`src/rtl/load_store_unit.sv`:
```
// Load/store unit: turns one 8/16/32-bit core request into a sequence of
// single-byte bus transfers, then returns a one-cycle response.
module load_store_unit #(
    parameter int ENDIANNESS = 1
) (
    input  logic        clock,
    input  logic        reset,
    input  logic        req_valid,
    output logic        req_ready,
    input  logic        req_write,
    input  logic [2:0]  req_size,
    input  logic [31:0] req_address,
    input  logic [31:0] req_wdata,
    output logic        resp_valid,
    output logic [31:0] resp_rdata,
    output logic        resp_error,
    output logic        mem_valid,
    input  logic        mem_ready,
    output logic        mem_write,
    output logic [31:0] mem_address,
    output logic [7:0]  mem_wdata,
    input  logic [7:0]  mem_rdata
);

    if (ENDIANNESS != 0 && ENDIANNESS != 1) begin : g_bad_endianness
        $error("load_store_unit: ENDIANNESS must be 0 (big) or 1 (little)");
    end

    typedef enum logic [1:0] {
        S_IDLE = 2'd0,
        S_BUS  = 2'd1,
        S_RESP = 2'd2
    } state_t;

    state_t      state_q, state_d;
    logic [1:0]  k_q, k_d;
    logic        write_q, write_d;
    logic [2:0]  size_q, size_d;
    logic [31:0] addr_q, addr_d;
    logic [31:0] wdata_q, wdata_d;
    logic [31:0] acc_q, acc_d;
    logic [31:0] rdata_q, rdata_d;
    logic        error_q, error_d;

    logic        accept;
    logic        req_legal;
    logic [1:0]  last_idx;
    logic [1:0]  lane;
    logic        xfer_done;
    logic        last_xfer;
    logic [31:0] acc_upd;
    logic [31:0] load_ext;

    // Handshake: a request is taken on an edge where req_valid && req_ready;
    // a byte moves on an edge where mem_valid && mem_ready. Nothing else counts.
    always_comb begin
        accept    = req_valid && (state_q == S_IDLE);
        req_legal = req_write ? (req_size inside {3'b000, 3'b001, 3'b010})
                              : !(req_size inside {3'b011, 3'b110, 3'b111});
        last_idx  = size_q[1] ? 2'd3 : (size_q[0] ? 2'd1 : 2'd0);
        lane      = (ENDIANNESS == 0) ? 2'(last_idx - k_q) : k_q;
        xfer_done = (state_q == S_BUS) && mem_ready;
        last_xfer = xfer_done && (k_q == last_idx);
        acc_upd   = acc_q;
        acc_upd[{lane, 3'b000} +: 8] = mem_rdata;
        case (size_q[1:0])
            2'b00:   load_ext = {{24{~size_q[2] & acc_upd[7]}}, acc_upd[7:0]};
            2'b01:   load_ext = {{16{~size_q[2] & acc_upd[15]}}, acc_upd[15:0]};
            default: load_ext = acc_upd;
        endcase
    end

    always_comb begin
        state_d = state_q;
        case (state_q)
            S_IDLE: if (accept) state_d = req_legal ? S_BUS : S_RESP;
            S_BUS:  if (last_xfer) state_d = S_RESP;
            S_RESP: state_d = S_IDLE;
            default: state_d = S_IDLE;
        endcase
    end

    always_comb begin
        k_d     = k_q;
        write_d = write_q;
        size_d  = size_q;
        addr_d  = addr_q;
        wdata_d = wdata_q;
        acc_d   = acc_q;
        rdata_d = rdata_q;
        error_d = error_q;
        if (accept) begin
            write_d = req_write;
            size_d  = req_size;
            addr_d  = req_address;
            wdata_d = req_wdata;
            k_d     = 2'd0;
            acc_d   = 32'd0;
            if (!req_legal) begin
                error_d = 1'b1;
                rdata_d = 32'd0;
            end
        end
        if (xfer_done) begin
            k_d   = 2'(k_q + 2'd1);
            acc_d = acc_upd;
            // Result is registered on the final byte so it is ready in RESP.
            if (last_xfer) begin
                error_d = 1'b0;
                rdata_d = write_q ? 32'd0 : load_ext;
            end
        end
    end

    always_ff @(posedge clock or negedge reset) begin
        if (!reset) begin
            state_q <= S_IDLE;
        end else begin
            state_q <= state_d;
        end
    end

    always_ff @(posedge clock or negedge reset) begin
        if (!reset) begin
            k_q     <= 2'd0;
            write_q <= 1'b0;
            size_q  <= 3'd0;
            addr_q  <= 32'd0;
            wdata_q <= 32'd0;
            acc_q   <= 32'd0;
            rdata_q <= 32'd0;
            error_q <= 1'b0;
        end else begin
            k_q     <= k_d;
            write_q <= write_d;
            size_q  <= size_d;
            addr_q  <= addr_d;
            wdata_q <= wdata_d;
            acc_q   <= acc_d;
            rdata_q <= rdata_d;
            error_q <= error_d;
        end
    end

    // Bus outputs depend only on registered state, so they stay put while stalled.
    always_comb begin
        req_ready   = (state_q == S_IDLE);
        resp_valid  = (state_q == S_RESP);
        resp_rdata  = rdata_q;
        resp_error  = error_q;
        mem_valid   = (state_q == S_BUS);
        mem_write   = (state_q == S_BUS) && write_q;
        mem_address = (state_q == S_BUS) ? (addr_q + {30'd0, k_q}) : 32'd0;
        mem_wdata   = ((state_q == S_BUS) && write_q) ? wdata_q[{lane, 3'b000} +: 8] : 8'h00;
    end

endmodule

```
`config.mk`:
```
export PLATFORM = sky130hd
export DESIGN_NAME = load_store_unit
export DESIGN_NICKNAME = d
export VERILOG_FILES = /design/src/rtl/load_store_unit.sv
export SDC_FILE = /design/constraint.sdc
export NUM_CORES = 1
export LEC_CHECK = 0
export ABC_AREA = 1
export BUFFER_PORTS_ARGS = -buffer_cell sky130_fd_sc_hd__buf_2
export CAP_MARGIN = 10
export CORE_ASPECT_RATIO = 0.8
export CORE_MARGIN = 4
export CORE_UTILIZATION = 46
export CTS_BUF_LIST = sky130_fd_sc_hd__clkbuf_8
export DETAILED_ROUTE_END_ITERATION = 8
export GPL_ROUTABILITY_DRIVEN = 0
export PLACE_DENSITY = 0.71
export SYNTH_ARGS = -nofsm -noshare
export SYNTH_HDL_FRONTEND = slang
export SYNTH_SLANG_ARGS = --single-unit
```
`constraint.sdc`:
```
create_clock -name clock -period 4.4 [get_ports clock]
set_input_delay 0.44 -clock clock [delete_from_list [all_inputs] [get_ports clock]]
set_output_delay 0.44 -clock clock [all_outputs]
set_load 0.1 [all_outputs]
```
======== Yosys cells after proc, flatten, opt, wreduce, memory -nomap -nowiden ========
Cells that the tools add are included.
word-level totals
  word-level logic and storage cells ...... 65
  register bits ........................... 137
operators by class
  bitwise operators ....................... 3
  equal/unequal tests ..................... 11
  add/sub/neg operators ................... 3
  multiplexer cells ....................... 24
  reduce and logical (&&, ||, !) cells .... 12
  shift operators ......................... 3
operator list
  kind                                                   count
  2-to-1 mux 32 bit                                      8
  case mux 32 bit (2 select lines)                       1
  adder 32 x 2 -> 32 bit                                 1
  bitwise mux 32 bit                                     1
  variable shift 8 x 7 -> 32 bit (first input constant)  1
  indexed part select 32 x 6 -> 8 bit                    1
  indexed part select 8 x 7 -> 32 bit                    1
  2-to-1 mux 2 bit                                       6
  2-to-1 mux 8 bit                                       1
  negation 5 -> 7 bit                                    1
  == test 3 x 2 -> 1 bit (second input constant)         2
  == test 3 bit (second input constant)                  2
  2-to-1 mux 1 bit                                       6
  nonzero test 3 bit                                     2
  == test 2 x 1 -> 1 bit (second input constant)         2
  logical AND 1 bit                                      4
  logical NOT 2 bit                                      2
  != test 2 x 1 -> 1 bit (second input constant)         2
  case mux 2 bit (2 select lines)                        1
  == test 3 x 1 -> 1 bit (second input constant)         1
  logical NOT 3 bit                                      1
  adder 2 x 1 -> 2 bit (second input constant)           1
  bitwise AND 1 bit                                      2
  == test 2 bit                                          1
  other kinds (5)                                        5

======== Logic depth before layout (Yosys ltp) ========
  word-level depth ........................ 8
  gate-level depth with buffers ........... 14

======== Worst setup path after synthesis ========
No wires, ideal clock.
  kind .................................... register -> output
  from .................................... register state_q[1]
  to ...................................... output mem_wdata[0]
  path buffers ............................ 0
  slack ................................... 0.187 ns
  data arrival time ....................... 3.773 ns
  cell stages (with the launch flop) ...... 6
  required time ........................... 3.960 ns
  path through ............................ dfrtp_1 -> inv_1 -> nand2_2 -> nor2_1 -> inv_1 -> a21oi_1
on the way
  word-level cells in the longest chain between the ends .. 3
RTL lines
  element                 RTL line  RTL
  from (decl)             35        state_t state_q, state_d;
  from (signal assigned)  119       state_q <= state_d;
  == test 2 x 1 -> 1 bit  --
  logical AND 1 bit       --
  net mem_write           19        output logic mem_write,
  2-to-1 mux 8 bit        154       mem_wdata = ((state_q == S_BUS) && write_q) ? wdata_q[{lane, 3'b000} +: 8] : 8'h00;
  to (decl)               21        output logic [7:0] mem_wdata,
The timed path passes the listed nets, and every way through them passes these cells.

======== Final worst setup path ========
  from .................................... register k_q[1]
  to ...................................... output mem_address[28]
on the way
  word-level cells in the longest chain between the ends .. 2
RTL lines
  element                 RTL line  RTL
  from (decl)             36        logic [1:0] k_q, k_d;
  from (signal assigned)  134       k_q <= k_d;
  adder 32 x 2 -> 32 bit  153       mem_address = (state_q == S_BUS) ? (addr_q + {30'd0, k_q}) : 32'd0;
  2-to-1 mux 32 bit       153
  to (decl)               20        output logic [31:0] mem_address,
Every way passes these cells.

==> impl_results.md <==
- Sw frac: 55.87%
- Final WS setup: 988.0 ps
- Area growth from synthesis to layout: 18.41%
- Final wirelength: just over 20000 µm
- Int Pwr: 3.275 mW
- Final Hold Vio Count: 0
- Worst-case clock buffer depth: 2
- Number of global-route vias before repair: approximately 6400
- Die Span Y: between 100 and 150 µm
- CP max FO: 14
- Setup Viol. Count Final: 0
- Tightest Pin Transition: about 1000 ps
- Ys flop type: dfrtp_1
- Synth area leader: dfrtp_1
- Yosys top cell area share: 47.10%
- Design Power: approximately 7.4 mW
- Syn nets: between 1000 and 1500
- Hold crit path type: in -> async
- Largest net degree at the start of global routing: 111
- PwrDens: around 860 mW/mm²
- Max Fclk: 293.1 MHz
- CTS Hold Bufs: 0
- PostCTS Resize Cnt: 0
- Filler cell count: between 1000 and 1500
- #FFs+latches synth: between 100 and 150
- Clock power share: 15.6%
- DRT iter0 DRCs: between 600 and 700
- Setup TNS: 0 ps
- Final net count: roughly 1100
- Sequential power share: between 20 and 30%
- Wire per inst: between 15 and 20 µm
- Synth warnings: 0
- Post-CTS Setup Bufs: 0
- CTS tree: built
- Seq/Total Area, Yosys: between 40% and 50%
- First-pass GRT wire length: between 30000 and 40000 µm
- Worst r2r dst: resp_rdata[27]
- Crit path required time: approximately 4000 ps
- TritonCTS buffer count: 17
- Slew Limit Fails: 0
- Clock root buffer: clkbuf_8
- GRT Overall Usage: 23.29%
- Max-Cap Viols: 0
- Sink Count: roughly 140
- Cell Area, Synth: slightly above 0.007 mm²
- Area contributors post-synth: dfrtp_1 (47%), nand2_1 (11%), nor2_1 (8.4%)
- Initial Util: a little under half
- Gr ovfl total: 0
- Drt pass-1 iters: 5
- Clock slew at reported path FFs: approximately 80 ps
- Worst Skew: approximately 14 ps
- Net Switching: between 4 and 5 mW
- Share of cells above drive strength 1: a little under a quarter
- Status: finished, final reports clean
- Reg2Reg Depth: 6
- Reg-to-reg startpoint: state_q[1]
- Post-synth EDFFs: 0
- VDD IR max: slightly below 0.6 mV
- Most frequent cells in the layout: nand2_1 (216), nor2_1 (163), buf_2 (155), dfrtp_1 (137), inv_1 (76)
- Final Cycle Share: between 70 and 80%
- Total core area: approximately 0.015 mm²
- IO buf count: roughly 160
- DRC violations left: 0
- DP Wirelength: between 10000 and 15000 µm
- Worst Setup End Kind: output port
- FFs w/ async S/R, synth: between 90% and 100%
- Gate Count Post-Synth: 919
- Slew margin rel.: between 30% and 40%
- Reg area: roughly 0.0034 mm²
- Die area: between 0.015 and 0.02 mm²
- Initial antenna violation count: 3
- Row cnt: 40
- Clock latency on the worst-skew pair: 440 ps
- I/O pin count: about 160
- Critical path startpoint category: flop
- RSZ-0062 raised after global routing: false
- Most common cell after layout, fill and taps aside: nand2_1
- CTS H-tree lvls: 4
- Synth unique cells: 31
- Crit Path Class: reg -> out
- Syn Area/Cell: about 7.9 µm²
- Via count: 6738
- Die width: around 150 µm
- Dpl ws: 1522 ps
- Leakage: between 4 and 5 nW
- Worst Path Arrival: approximately 3000 ps
- Post-DR vias/cell: 5.260
- Period minus WS final: ~3400 ps
- FF-to-FF setup slack: between 1500 and 2000 ps
- Logic pwr share: 56.7%
- Area of the multi-input gates: 0.003368 mm²
- Post-route ant nets: 0
==> layout make-up <==
cell class,instances,area share [%]
clock buffers,22,3.513
clock inverters,8,1.670
well taps,210,3.049
repair buffers,160,9.480
flip-flops and latches,137,39.78
diodes,1,0.02904
inverters,78,3.397
multi-input cells,665,39.08
==> critical path: stages (launching register included) <==
cell and delay (ps):
dfrtp_1 730, fa_1 330, nand2_1 120, nor2_1 230, inv_1 90, nor2_1 310, nand2_1 100, nand2_1 70
nand2_1 50, nor2_1 70, buf_2 440
==> power groups by stage <==
stage	Sequential (mW)	Combinational (mW)	Clock [mW]
after global routing	2.10	4.49	1.24
after detailed placement	2.06	4.18	0
after CTS	2.04	4.20	1.17
after floorplan	2.31	3.14	0
after global placement	2.05	4.15	0
final	2.05	4.21	1.16
==> state kept, by name, indices dropped and copies added (netlist names) <==
register and cells:
addr_q 32, resp_rdata 32, wdata_q 32, k_q 2, size_q 3, resp_error 1, write_q 1, state_q 2
acc_q 32
==> metal layers <==
metal / routed length [µm] / GRT usage (%) / vias to the layer above
li1: - / - / 3263
met1: 9770 / 35.37 / 3134
met2: 8410 / 31.82 / 306
met3: 1884 / 7.231 / 29
met4: 340 / 6.636 / 6
met5: 34 / 0 / -
==> worst max path at each step <==
stage | cells after the start | from | to
final | 10 | k_q[1] | mem_address[28]
after global routing | 10 | k_q[1] | mem_address[28]
after CTS | 10 | k_q[1] | mem_address[28]
after detailed placement | 10 | k_q[1] | mem_address[28]
after global placement | 10 | k_q[1] | mem_address[28]
after floorplan | 5 | state_q[1] | mem_wdata[0]
==> synth_stat cells, types with 3 or more instances <==
cell type	count
nand2_1	217
nand2_2	7
a2bb2oi_1	7
clkbuf_1	14
inv_1	74
ha_1	7
dfrtp_1	137
inv_2	4
a21oi_1	37
xnor2_1	5
buf_2	17
mux2_2	48
nor2_1	163
nand3_1	67
o21ai_1	9
buf_4	3
o22ai_1	25
o21ai_0	62
==> per-stage QoR <==
| step | utilization (%) | cells | instance area [µm²] | hold slack [ps] |
|---|---|---|---|---|
| finish | 56.46 | 1281 | 8618 | 109.0 |
| global route | 56.46 | 1281 | 8618 | 191.7 |
| CTS | 56.44 | 1280 | 8616 | 173.4 |
| detailed placement | 53.52 | 1250 | 8169 | 475.1 |
| global placement | 53.52 | 1250 | 8169 | 468.3 |
| floorplan | - | 919 | 7278 | 144.4 |
==> cell families (layout without fill, tap and decap cells) <==
logic type / Yosys count / after routing / synth area share [%]
AO/OA/AOI/OAI: 141 / 141 / 10.52
other: 0 / 1 / 0
AND/OR/NAND/NOR: 461 / 461 / 25.80
XOR/XNOR: 7 / 7 / 0.9456
multiplexers: 48 / 48 / 7.427
adder cells (fa/ha/maj): 8 / 8 / 1.478
flip-flops: 137 / 137 / 47.10
buffers and inverters: 117 / 268 / 6.722
Note: power is estimated with default switching activity, not from simulation.
